## src/rtl/boot_sequencer.sv

```systemverilog
// Bring-up controller: streams host headers/payload into instruction and data BRAM,
// then hands data BRAM to the CPU, pulses its reset and releases the PC stall.
module boot_sequencer #(
  parameter int DATA_WIDTH = 32,
  parameter int ADDR_WIDTH = 10
) (
  input  logic                  clk,
  input  logic                  rst,
  input  logic [DATA_WIDTH-1:0] s_dat,
  input  logic                  s_valid,
  output logic                  s_ready,
  input  logic                  halt_req,
  output logic [ADDR_WIDTH-1:0] i_w_addr,
  output logic [DATA_WIDTH-1:0] i_w_dat,
  output logic                  i_w_enb,
  output logic [ADDR_WIDTH-1:0] d_w_addr,
  output logic [DATA_WIDTH-1:0] d_w_dat,
  output logic                  d_w_enb,
  output logic                  d_bram_init_done,
  output logic                  pc_stall,
  output logic                  cpu_rst,
  output logic                  rd_enbl,
  output logic                  i_r_enb,
  output logic                  busy,
  output logic                  error
);

  typedef enum logic [2:0] {
    IDLE   = 3'd0,
    LOAD_I = 3'd1,
    LOAD_D = 3'd2,
    START  = 3'd3,
    RUN    = 3'd4,
    ERR    = 3'd5
  } state_t;

  state_t                  state_reg, state_next;
  logic                    live_reg;
  logic [ADDR_WIDTH-1:0]   addr_reg, addr_next;
  logic [8:0]              count_reg, count_next;
  logic [ADDR_WIDTH-1:0]   i_w_addr_reg, i_w_addr_next;
  logic [DATA_WIDTH-1:0]   i_w_dat_reg, i_w_dat_next;
  logic                    i_w_enb_reg, i_w_enb_next;
  logic [ADDR_WIDTH-1:0]   d_w_addr_reg, d_w_addr_next;
  logic [DATA_WIDTH-1:0]   d_w_dat_reg, d_w_dat_next;
  logic                    d_w_enb_reg, d_w_enb_next;

  logic [1:0]              hdr_cmd;
  logic [ADDR_WIDTH-1:0]   hdr_addr;
  logic [8:0]              hdr_count;
  logic                    hdr_bad;
  logic                    xfer;
  logic                    unused_hdr_bits;

  assign hdr_cmd   = s_dat[31:30];
  assign hdr_addr  = s_dat[16 +: ADDR_WIDTH];
  assign hdr_count = s_dat[8:0];
  assign unused_hdr_bits = ^{s_dat[29:26], s_dat[15:9]};

  // Run headers ignore address and count, so only load headers are range-checked.
  assign hdr_bad = (hdr_cmd == 2'b00) ||
                   ((hdr_cmd != 2'b11) &&
                    ((hdr_count == 9'd0) || (hdr_count > 9'd256) || (hdr_addr[1:0] != 2'b00)));

  // live_reg holds s_ready low until the first edge after reset is released.
  assign s_ready = live_reg && ((state_reg == IDLE) || (state_reg == LOAD_I) || (state_reg == LOAD_D));
  assign xfer    = s_valid && s_ready;

  always_ff @(posedge clk or posedge rst) begin
    if (rst) begin
      state_reg    <= IDLE;
      live_reg     <= 1'b0;
      addr_reg     <= '0;
      count_reg    <= '0;
      i_w_addr_reg <= '0;
      i_w_dat_reg  <= '0;
      i_w_enb_reg  <= 1'b0;
      d_w_addr_reg <= '0;
      d_w_dat_reg  <= '0;
      d_w_enb_reg  <= 1'b0;
    end else begin
      state_reg    <= state_next;
      live_reg     <= 1'b1;
      addr_reg     <= addr_next;
      count_reg    <= count_next;
      i_w_addr_reg <= i_w_addr_next;
      i_w_dat_reg  <= i_w_dat_next;
      i_w_enb_reg  <= i_w_enb_next;
      d_w_addr_reg <= d_w_addr_next;
      d_w_dat_reg  <= d_w_dat_next;
      d_w_enb_reg  <= d_w_enb_next;
    end
  end

  always_comb begin
    state_next    = state_reg;
    addr_next     = addr_reg;
    count_next    = count_reg;
    i_w_addr_next = i_w_addr_reg;
    i_w_dat_next  = i_w_dat_reg;
    i_w_enb_next  = 1'b0;
    d_w_addr_next = d_w_addr_reg;
    d_w_dat_next  = d_w_dat_reg;
    d_w_enb_next  = 1'b0;

    case (state_reg)
      IDLE: begin
        if (xfer) begin
          if (hdr_bad) begin
            state_next = ERR;
          end else begin
            addr_next  = hdr_addr;
            count_next = hdr_count;
            case (hdr_cmd)
              2'b01:   state_next = LOAD_I;
              2'b10:   state_next = LOAD_D;
              default: state_next = START;
            endcase
          end
        end
      end
      LOAD_I, LOAD_D: begin
        if (xfer) begin
          if (state_reg == LOAD_I) begin
            i_w_enb_next  = 1'b1;
            i_w_addr_next = addr_reg;
            i_w_dat_next  = s_dat;
          end else begin
            d_w_enb_next  = 1'b1;
            d_w_addr_next = addr_reg;
            d_w_dat_next  = s_dat;
          end
          addr_next  = addr_reg + ADDR_WIDTH'(4);
          count_next = count_reg - 9'd1;
          if (count_reg == 9'd1) state_next = IDLE;
        end
      end
      START:   state_next = RUN;
      RUN:     if (halt_req) state_next = IDLE;
      ERR:     state_next = ERR;
      default: state_next = ERR;
    endcase
  end

  assign i_w_addr         = i_w_addr_reg;
  assign i_w_dat          = i_w_dat_reg;
  assign i_w_enb          = i_w_enb_reg;
  assign d_w_addr         = d_w_addr_reg;
  assign d_w_dat          = d_w_dat_reg;
  assign d_w_enb          = d_w_enb_reg;
  assign d_bram_init_done = (state_reg == START) || (state_reg == RUN);
  assign pc_stall         = (state_reg != RUN);
  assign cpu_rst          = (state_reg == START);
  assign rd_enbl          = (state_reg == RUN);
  assign i_r_enb          = (state_reg == RUN);
  assign busy             = (state_reg == LOAD_I) || (state_reg == LOAD_D);
  assign error            = (state_reg == ERR);

endmodule

```

## config.mk

```make
export PLATFORM = sky130hd
export DESIGN_NAME = boot_sequencer
export DESIGN_NICKNAME = d
export VERILOG_FILES = /design/src/rtl/boot_sequencer.sv
export SDC_FILE = /design/constraint.sdc
export NUM_CORES = 1
export LEC_CHECK = 0
export CORE_AREA = 2 2 108 100
export DETAILED_ROUTE_END_ITERATION = 8
export DIE_AREA = 0 0 110 102
export GPL_ROUTABILITY_DRIVEN = 0
export GPL_TIMING_DRIVEN = 0
export PLACE_DENSITY = 0.87
export RECOVER_POWER = 25
export SLEW_MARGIN = 30
export SYNTH_ARGS = -nofsm -noshare
export SYNTH_HDL_FRONTEND = slang
export SYNTH_SLANG_ARGS = --single-unit
```

## constraint.sdc

```tcl
create_clock -name clk -period 4.5 [get_ports clk]
set_input_delay 0.45 -clock clk [delete_from_list [all_inputs] [get_ports clk]]
set_output_delay 0.45 -clock clk [all_outputs]
set_load 0.05 [all_outputs]
```

==> flow_summary.ini <==
[floorplan]
chipWidth_um = 110
die_height_um = 102
num_io_pins = 130
coreArea_um2 = 10000
initial_utilization_pct = 48.5
design.die.area_um2 = 11200
placementRows = 35

[place]
io_buffer_count = 129
place_hpwl_mm = 8.79
preCtsSetupSlack_ns = 1.71

[sta]
post-route-period-util_pct = 73.3
timing.fmax_mhz = 303
finClkSkew_ns = 0.00840
grt_setup_unrepaired = false
smallest_hold_slack_ns = 0.505
minimum_period_implied_by_the_final_worst_setup_slack_ns = 3.30
final-max-slew-violation-count = 112
report.final.setup_viol = 0
slew_headroom_pct = -18.9
worst_margin_pin_slew_ns = 1.78
timing.final.ws_setup_ns = 1.20
final-hold-violation-count = 0

[synthesis]
async_reset_ff_share_pct = 100
synth_seq_area_share_pct = 56.1
synth_top_flop_cell = sky130_fd_sc_hd__dfrtp_1
ys_seq_elements = 109
synth_edf_count = 0
number_of_instances_in_the_synthesized_netlist = 402
mappedNetlistNets = 441
synth.yosys.warnings = 0
synth.cell_area_um2 = 4860
post-synth-top-area-cell = sky130_fd_sc_hd__dfrtp_1
synth_top_area_share_pct = 56.1
syn_area_per_cell_um2 = 12.1
yosysUniqueCellTypes = 47
yosys-top-cells-area = sky130_fd_sc_hd__dfrtp_1 (56%), sky130_fd_sc_hd__mux2_2 (19%), sky130_fd_sc_hd__o21ai_0 (2.4%), sky130_fd_sc_hd__nand2_1 (1.8%), sky130_fd_sc_hd__nor2_1 (1.8%)

[route]
ant_nets = 0
drt_drc_violations_left = 1
routed_via_density = 5.82
drt-wirelength-per-cell_um = 18.3
vias_after_detailed_routing = 3938
drt-initial-drc-count = 348
routed_wirelength_mm = 12.4
drtPass1Iterations = 8

[min_path]
hold_end = d_w_addr[7]$_DFFE_PP0P_
hold_path.class = reg -> reg
min_delay_path_depth = 2
holdCritStartpoint = d_w_addr[7]$_DFFE_PP0P_

[setup_path]
cp_slowest_cell = sky130_fd_sc_hd__clkdlybuf4s50_1
end_kind = primary output
path_delay_family = buffers and inverters
cp-start-kind = flop
cp.buffers_inverters = 4
critical_path_peak_fanout = 10
critical_path.most_common_cell = sky130_fd_sc_hd__buf_2
timing_worst_setup_path_type = reg -> out
cp_slowest_stage_delay_ns = 0.73
crit_arrival_ns = 2.85
critical_path.reg2reg.endpoint = count_reg[8]$_DFFE_PP0P_
crit_chain = xnor2_1 > or2_1 > inv_1 > buf_2 > buf_2 > clkdlybuf4s50_1
worst_ep_required_time_ns = 4.05
number_of_cells_on_the_worst_reg_to_reg_path = 6
reg2reg_from = state_reg[1]$_DFFE_PP0P_
rrSetupSlack_ns = 2.31

[status]
failed_checks = DRC, capacitance limit, slew limit
outcome = finished, violations left

[finish]
final_layout_size_suffix_gt1_share_pct = 22.4
antenna_diode_count = 0
area_growth_syn_to_layout_pct = 34.5
mostFrequentLayoutCells = sky130_fd_sc_hd__clkdlybuf4s50_1 (128), sky130_fd_sc_hd__dfrtp_1 (109), sky130_fd_sc_hd__mux2_2 (84)
mostFrequentLayoutCell = sky130_fd_sc_hd__clkdlybuf4s50_1
finish.utilization_pct = 65.2
finalNetCount = 582

[clock_network]
cts.repair_timing.setup_buffer_count = 0
clk_root_buffer_cell = sky130_fd_sc_hd__clkbuf_8
cts_sinks = 109
ctsLongestPathBuffers = 2
cts_hold_repair.buffers = 0
cts_buffers = 9
cts.repair.resized = 0
cts.htree.levels = 3
clk_latency_ns = 0.38
cts_tree = done
cts.clk_slew.worst_paths_ns = 0.11

[power_and_ir_drop]
ir_drop_v = 0.000521
cellLeakagePower_uw = 0.00274
pwr_density_cell_nw_per_um2 = 846

[global_route]
number_of_antenna_violations_at_the_first_check_in_global_routing = 0
grt_pass1_wl_mm = 19.7
globalRouteTotalUtil_pct = 22.9
gr-total-overflow = 0
pin_count_of_the_biggest_net_entering_global_routing = 75
first_global_vias = 3837

[job]
maxCapViolCount = 2
power breakdown:
| group | switching [µW] | internal (µW) | total, µW | leakage (µW) |
|---|---|---|---|---|
| Combinational | 2060 | 1140 | 3200 | 0.00134 |
| Sequential | 286 | 1410 | 1700 | 0.00129 |
| Clock | 358 | 272 | 630 | 0.000109 |
| Total | 2710 | 2820 | 5530 | 0.00274 |
cells by family after synthesis:
| kind of cell | share of synthesized area [%] |
|---|---|
| DFF | 56.1 |
| and+or+nand+nor | 9.60 |
| muxes | 20.2 |
| AOI/OAI and AO/OA | 9.86 |
| buffers and inverters | 3.22 |
| adders and majority gates | 0.772 |
| other | 0.0771 |
| xor gates and xnor gates | 0.180 |
through the flow:
step / total power [µW] / cells / TNS (ns) / area, µm²
floorplan: 3820 / 402 / 0 / 4860
detailed placement: 4900 / 661 / 0 / 6350
finish: 5530 / 677 / 0 / 6540
global route: 5790 / 677 / 0 / 6540
CTS: 5540 / 677 / 0 / 6560
global placement: 4800 / 660 / -22.17 / 6310
routing by layer:
metal / GRT usage (%) / wire (µm) / vias up
li1: - / - / 1749
met1: 31.4 / 4970 / 1930
met2: 37.2 / 6150 / 216
met3: 5.48 / 980 / 43
met4: 5.45 / 255 / 0
met5: 0 / 0 / -
final cells by class:
class                      instances  area (µm²)
buffer                            22         111
clock buffer                       9         124
clock inverter                     7        92.6
fill                             782        3490
inverter                          12        46.3
multi-input combinational        259        1980
sequential                       109        2730
tap                              129         161
timing repair buffer             130        1300
tightest hold or removal path, delay by kind of cell, from the launching register on:
kind	cells	cell delay [ns]
AOI/OAI and AO/OA	1	0.06
and+or+nand+nor	1	0.05
DFF	1	0.37
synthesized netlist by cell type (2+ instances only):
master                      number
sky130_fd_sc_hd__dfrtp_1       109
sky130_fd_sc_hd__mux2_2         84
sky130_fd_sc_hd__nand2_1        23
sky130_fd_sc_hd__nor2_1         23
sky130_fd_sc_hd__o21ai_0        23
sky130_fd_sc_hd__a21oi_1        17
sky130_fd_sc_hd__buf_2          14
sky130_fd_sc_hd__nand3_1        14
sky130_fd_sc_hd__inv_1          12
sky130_fd_sc_hd__a211oi_1        9
sky130_fd_sc_hd__nand4_1         7
sky130_fd_sc_hd__clkbuf_1        6
sky130_fd_sc_hd__nor3_1          6
sky130_fd_sc_hd__and3_1          5
sky130_fd_sc_hd__a32oi_1         4
sky130_fd_sc_hd__or3_1           4
sky130_fd_sc_hd__a2bb2oi_1       3
sky130_fd_sc_hd__ha_1            3
sky130_fd_sc_hd__nor4_1          3
sky130_fd_sc_hd__a311oi_1        2
sky130_fd_sc_hd__and2_1          2
sky130_fd_sc_hd__and4_1          2
sky130_fd_sc_hd__mux2i_1         2
sky130_fd_sc_hd__o32a_1          2
worst max path at each step:
stage | startpoint | endpoint | slack, ns | cells after the start
floorplan | rst | addr_reg[0]$_DFFE_PP0P_ | 1.18 | 1
global placement | rst | i_w_dat[30]$_DFFE_PP0P_ | -0.21 | 2
detailed placement | s_dat[4] | addr_reg[3]$_DFFE_PP0P_ | 1.71 | 6
CTS | state_reg[0]$_DFFE_PP0P_ | busy | 1.30 | 6
global route | rst | i_w_addr[4]$_DFFE_PP0P_ | 0.61 | 3
finish | state_reg[1]$_DFFE_PP0P_ | busy | 1.20 | 6
No activity file was read; power rests on OpenSTA's default activity.
